$ cat config.mk
export PLATFORM = sky130hd
export DESIGN_NAME = mem_arbiter
export DESIGN_NICKNAME = d
export VERILOG_FILES = /design/src/rtl/mem_arbiter.sv
export SDC_FILE = /design/constraint.sdc
export NUM_CORES = 1
export LEC_CHECK = 0
export ABC_AREA = 1
export CAP_MARGIN = 20
export CORE_ASPECT_RATIO = 1.75
export CORE_MARGIN = 5
export CORE_UTILIZATION = 41
export CTS_CLUSTER_SIZE = 16
export DETAILED_ROUTE_END_ITERATION = 10
export GPL_TIMING_DRIVEN = 0
export PLACE_DENSITY = 0.8
export RECOVER_POWER = 100
export SLEW_MARGIN = 20
export SYNTH_ARGS = -nofsm -noshare
export SYNTH_HDL_FRONTEND = slang
export SYNTH_SLANG_ARGS = --single-unit
$ cat constraint.sdc
create_clock -name clk -period 1.4 [get_ports clk]
set_input_delay 0.21 -clock clk [delete_from_list [all_inputs] [get_ports clk]]
set_output_delay 0.21 -clock clk [all_outputs]
set_load 0.1 [all_outputs]
$ cat src/rtl/mem_arbiter.sv
`default_nettype none
// ============================================================================
// Module   : mem_arbiter
// Brief    : Fetch/load-store arbiter in front of one single-ported memory.
//            Define ARB_TIMEOUT_EN to abort stalled accesses after TIMEOUT.
// Revision : 1.0 - initial release
// ============================================================================
module mem_arbiter #(
    parameter int AW      = 32,
    parameter int DW      = 32,
    parameter int TIMEOUT = 16
) (
    input  logic          clk,
    input  logic          reset,
    input  logic          i_req,
    input  logic [AW-1:0] i_addr,
    output logic [DW-1:0] i_rdata,
    output logic          i_ready,
    input  logic          d_req,
    input  logic          d_we,
    input  logic [AW-1:0] d_addr,
    input  logic [DW-1:0] d_wdata,
    output logic [DW-1:0] d_rdata,
    output logic          d_ready,
    output logic          mem_req,
    output logic          mem_we,
    output logic [AW-1:0] mem_addr,
    output logic [DW-1:0] mem_wdata,
    input  logic [DW-1:0] mem_rdata,
    input  logic          mem_ack,
    output logic          owner,
    output logic          err
);

    typedef enum logic [1:0] {
        S_IDLE     = 2'd0,
        S_WAIT_ACK = 2'd1,
        S_RESP     = 2'd2
    } state_t;

    localparam logic [31:0] c_dead = 32'hDEADBEEF;

    state_t        r_state, w_state_nxt;
    logic          r_owner, w_owner_nxt;
    logic          r_mem_we, w_mem_we_nxt;
    logic [AW-1:0] r_mem_addr, w_mem_addr_nxt;
    logic [DW-1:0] r_mem_wdata, w_mem_wdata_nxt;
    logic [DW-1:0] r_i_rdata, w_i_rdata_nxt;
    logic [DW-1:0] r_d_rdata, w_d_rdata_nxt;
    logic [DW-1:0] w_resp_data;
    logic          w_grant_d;
    logic          w_grant_i;
    logic          w_timeout;
    logic          w_unused_addr_lsbs;

    generate
        if (TIMEOUT < 2) begin : g_bad_timeout
            $error("mem_arbiter: TIMEOUT must be at least 2");
        end
    endgenerate

    // Word alignment discards the byte offset of both request addresses.
    assign w_unused_addr_lsbs = ^{i_addr[1:0], d_addr[1:0]};

`ifdef ARB_TIMEOUT_EN
    localparam int                 c_cnt_w    = $clog2(TIMEOUT + 1);
    localparam logic [c_cnt_w-1:0] c_cnt_last = c_cnt_w'(TIMEOUT - 1);

    logic [c_cnt_w-1:0] r_cnt;
    logic               r_err;

    // A late ack in the final allowed cycle still completes normally.
    assign w_timeout = (r_state == S_WAIT_ACK) && !mem_ack && (r_cnt == c_cnt_last);

    always_ff @(posedge clk or negedge reset) begin
        if (!reset) begin
            r_cnt <= '0;
            r_err <= 1'b0;
        end else begin
            r_err <= w_timeout;
            if ((w_state_nxt == S_WAIT_ACK) && (r_state != S_WAIT_ACK)) begin
                r_cnt <= '0;
            end else if ((r_state == S_WAIT_ACK) && !mem_ack) begin
                r_cnt <= r_cnt + 1'b1;
            end
        end
    end

    assign err = r_err;
`else
    assign w_timeout = 1'b0;
    assign err       = 1'b0;
`endif

    always_ff @(posedge clk or negedge reset) begin
        if (!reset) begin
            r_state     <= S_IDLE;
            r_owner     <= 1'b0;
            r_mem_we    <= 1'b0;
            r_mem_addr  <= '0;
            r_mem_wdata <= '0;
            r_i_rdata   <= '0;
            r_d_rdata   <= '0;
        end else begin
            r_state     <= w_state_nxt;
            r_owner     <= w_owner_nxt;
            r_mem_we    <= w_mem_we_nxt;
            r_mem_addr  <= w_mem_addr_nxt;
            r_mem_wdata <= w_mem_wdata_nxt;
            r_i_rdata   <= w_i_rdata_nxt;
            r_d_rdata   <= w_d_rdata_nxt;
        end
    end

    always_comb begin
        w_state_nxt     = r_state;
        w_owner_nxt     = r_owner;
        w_mem_we_nxt    = r_mem_we;
        w_mem_addr_nxt  = r_mem_addr;
        w_mem_wdata_nxt = r_mem_wdata;
        w_i_rdata_nxt   = r_i_rdata;
        w_d_rdata_nxt   = r_d_rdata;
        w_grant_d       = 1'b0;
        w_grant_i       = 1'b0;
        w_resp_data     = w_timeout ? DW'(c_dead) : mem_rdata;

        case (r_state)
            S_IDLE: begin
                if (d_req) begin
                    w_grant_d = 1'b1;
                end else if (i_req) begin
                    w_grant_i = 1'b1;
                end
            end
            S_WAIT_ACK: begin
                if (mem_ack || w_timeout) begin
                    if (r_owner) begin
                        w_i_rdata_nxt = w_resp_data;
                    end else if (!r_mem_we || w_timeout) begin
                        w_d_rdata_nxt = w_resp_data;
                    end
                    w_mem_we_nxt = 1'b0;
                    w_state_nxt  = S_RESP;
                end
            end
            S_RESP: begin
                // The port being answered still shows its old req; only the other may win.
                w_state_nxt = S_IDLE;
                if (r_owner) begin
                    w_grant_d = d_req;
                end else begin
                    w_grant_i = i_req;
                end
            end
            default: w_state_nxt = S_IDLE;
        endcase

        if (w_grant_d) begin
            w_owner_nxt     = 1'b0;
            w_mem_we_nxt    = d_we;
            w_mem_addr_nxt  = {d_addr[AW-1:2], 2'b00};
            w_mem_wdata_nxt = d_wdata;
            w_state_nxt     = S_WAIT_ACK;
        end else if (w_grant_i) begin
            w_owner_nxt     = 1'b1;
            w_mem_we_nxt    = 1'b0;
            w_mem_addr_nxt  = {i_addr[AW-1:2], 2'b00};
            w_mem_wdata_nxt = d_wdata;
            w_state_nxt     = S_WAIT_ACK;
        end
    end

    assign mem_req   = (r_state == S_WAIT_ACK);
    assign mem_we    = r_mem_we;
    assign mem_addr  = r_mem_addr;
    assign mem_wdata = r_mem_wdata;
    assign owner     = r_owner;
    assign i_rdata   = r_i_rdata;
    assign d_rdata   = r_d_rdata;
    assign i_ready   = (r_state == S_RESP) && r_owner;
    assign d_ready   = (r_state == S_RESP) && !r_owner;

endmodule
`default_nettype wire

==> summary.md, run 1 <==
| Metric | Value |
|---|---|
| Fill cells | `approximately 800` |
| DRT antenna net count | `0` |
| Netlist cell types | `19` |
| Sequential fraction of the synthesis area | `between 50% and 60%` |
| First-pass GRT wire length | `~33 mm` |
| CTS tree | `built` |
| Final hold vios | `0` |
| Mapped Avg Cell Area | `around 9 um2` |
| # setup viols final | `~110` |
| Final TNS setup | `-12450 ps` |
| Post-synthesis register bit count | `130` |
| Htree depth | `4` |
| Full die area | `~16000 um2` |
| Reg2reg path depth | `10` |
| Setup ws final | `-243 ps` |
| Pin slew with the least headroom to its limit | `approximately 870 ps` |
| Synth Area in Adders | `0%` |
| Initial antenna violation count | `0` |
| Diodes inserted | `0` |
| CTS clk-pin slew, worst paths | `about 70 ps` |
| Hpwl dp | `around 15 mm` |
| Worst EP arrival | `roughly 1400 ps` |
| Layout cells sized above 1 | `a little under half` |
| WL final | `about 25 mm` |
| # rows | `57` |
| Area leader, netlist | `dfrtp_1` |
| # Max-Cap Violations | `0` |
| Syn Std Cell Area | `about 5700 um2` |
| Post-Synth Simple-Gate Area | `28.5%` |
| Crit path kind | `reg2out` |
| Worst Hold Class | `in2reg` |
| Synth warnings | `0` |
| Fin crit share | `117%` |
| Critical path endpoint category | `output pin` |
| GR Util met2 | `approximately 50%` |
| Post-Route Skew | `approximately 17 ps` |
| Largest net degree at the start of global routing | `71` |
| DR vias | `just over 6000` |
| GRT busiest layer | `met2` |
| Status | `finished, violations left` |
| Number of global-route vias before repair | `just over 6000` |
| Hold slack final | `roughly 350 ps` |
| Syn Inst Count | `approximately 640` |
| CP startpoint kind | `flop` |
| Area share of the largest cell type after synthesis | `a little under three fifths` |
| Initial Utilization | `~41%` |
| Synth Area in Compound Gates | `under 10%` |
| Total grt overflow | `0` |
| Worst endpoint required time | `roughly 1200 ps` |
| DP Cell Count | `between 1000 and 1500` |
| First drt pass iteration count | `5` |
| WL/cell | `21.1 um` |
| Root buf cell | `clkbuf_16` |
| Tot GR Track Use | `approximately a quarter` |
| GP Congestion | `between 0.8 and 0.9` |
| Area contributors post-synth | `dfrtp_1 57%, nand2_1 17%, nand3_1 6.5%` |
| Num CTS Buffers | `17` |
| DP Worst Slack | `-867 ps` |
| Core Area | `about 14000 um2` |
| Final max-slew violation count | `0` |
| DR iter-0 viols | `roughly 310` |
| Post-route insts no fill | `1182` |
| Mux contribution to synthesized area | `0%` |
| Die Width | `roughly 100 um` |
| Nets | `approximately 1100` |
| M1 GR Usage | `about a quarter` |
| Synth Area in XOR/XNOR | `0%` |
| Combinational family with the most area after synthesis | `simple AND/OR/NAND/NOR gates` |
| RSZ-0062 raised after global routing | `yes` |
| Max Fclk | `609 MHz` |
| Maximum clock path buffer count | `2` |
| Hold Crit Depth | `3` |
| IO Pins | `around 270` |
| Failing checks | `negative setup slack` |
| Area delta synth->final | `92.4%` |
| Clk Latency, worst-skew pair | `410 ps` |
| CP max FO | `3` |
| Post-DR vias/cell | `roughly 5.2` |
| Minimum clock period | `about 1600 ps` |
| Die H | `166 um` |
| Port Buffers | `between 200 and 300` |
| Grt met3 use | `5.46%` |
| CTS sink cnt | `between 100 and 150` |
| Max_slew headroom | `a little over two fifths` |
| DRC | `0` |
## repair_timing
| action | 4_1_cts | 5_1_grt |
|---|---|---|
| setup buffers | 31 | 12 |
| cloned | 14 | 14 |
| hold buffers | 1 | 0 |
| pin swaps | 23 | 34 |
| endpoints found under the setup margin | 256 | 144 |
| gates resized for setup | 949 | 151 |
| endpoints found under the hold margin | 60 | 0 |
## registers in the layout, summed over array words and instances, names as in the netlist
name	cells
mem_we	1
owner	1
r_state	2
mem_wdata	32
mem_addr	30
d_rdata	32
i_rdata	32
## Yosys cell counts
master	count
a21oi_1	1
buf_2	23
buf_4	12
buf_6	7
buf_8	2
conb_1	1
dfrtp_1	130
inv_1	39
inv_2	2
nand2_1	253
nand2_2	1
nand2_4	4
nand3_1	74
nand3_2	20
nand3_4	1
nor2_1	5
nor2_2	1
o211ai_1	1
o21ai_1	64
## metal layers
layer | part of all wire, % | vias up
met3 | 5.1 | 85
met1 | 32 | 2989
met5 | 0 | -
li1 | - | 2757
met2 | 57 | 278
met4 | 5.3 | 0
## cells by family (layout without fill, tap and decap cells)
| family | count (synthesis) | in the layout |
|---|---|---|
| buf+inv | 85 | 443 |
| flops | 130 | 130 |
| other cells | 1 | 3 |
| simple gates | 359 | 363 |
| compound gates | 66 | 66 |
## worst max-delay path, cell delays in order, from the launching register on
cell,delay (ps)
dfrtp_4,500
inv_4,80
nand2_4,50
buf_8,120
nor2_4,100
buf_12,180
## cell usage in the layout, fill, tap and decap left out, types with 3 or more instances in the layout
cell type        instances
conb_1                   3
nor2_4                   6
nand3_4                  4
buf_6                   31
buf_16                   7
dfrtp_2                  3
nand2_4                 15
nand2_8                  7
clkdlybuf4s50_1        128
buf_2                    4
nand2_1                158
clkbuf_4                12
o21ai_2                 28
clkbuf_16               29
buf_12                  16
buf_4                  137
bufinv_16                4
inv_6                    6
nand2_2                 82
inv_1                   37
dfrtp_1                126
o21ai_1                 36
nand3_1                 45
buf_8                   23
nand3_2                 46
## final timing paths
| path | startpoint | endpoint | slack, ps |
|---|---|---|---|
| max in group asynchronous | reset | owner | 40 |
| min | d_wdata[21] | mem_wdata[21] | 350 |
| min reg2reg | i_rdata[17] | i_rdata[17] | 480 |
| max reg2reg | owner | mem_addr[30] | -210 |
| max | owner | d_ready | -240 |
| min in group asynchronous | reset | i_rdata[3] | 480 |
## metrics by stage
step,area (um2),utilization [%]
after floorplan,5720,-
after global placement,8540,62.0
after detailed placement,8570,62.3
after CTS,9960,72.4
after global routing,10900,79.3
final,10900,79.3
## area by class of cell
class	instances	area [um2]	share of cell area, %
clock inverter	13	196	1.80
buffer	44	573	5.25
timing repair buffer	327	3360	30.8
tap	177	221	2.03
inverter	41	164	1.50
clock buffer	18	439	4.03
sequential	130	3260	29.9
multi-input combinational	432	2690	24.7
Power of run 1 is left out: the tool's default activity adds up to more than one toggle a clock period on the data nets, which glitch-free logic cannot reach.
==> run 2: changes to the inputs <==
--- a/config.mk
+++ b/config.mk
@@ -6,11 +6,10 @@
 export NUM_CORES = 1
 export LEC_CHECK = 0
 export ABC_AREA = 1
-export CAP_MARGIN = 20
 export CORE_ASPECT_RATIO = 1.75
 export CORE_MARGIN = 5
 export CORE_UTILIZATION = 41
-export CTS_CLUSTER_SIZE = 16
+export CTS_CLUSTER_SIZE = 24
 export DETAILED_ROUTE_END_ITERATION = 10
 export GPL_TIMING_DRIVEN = 0
 export PLACE_DENSITY = 0.8
==> results of run 2 <==
Final layout, timing and power as in run 1 (identical DEF).
Power of run 2 is left out for the same reason.
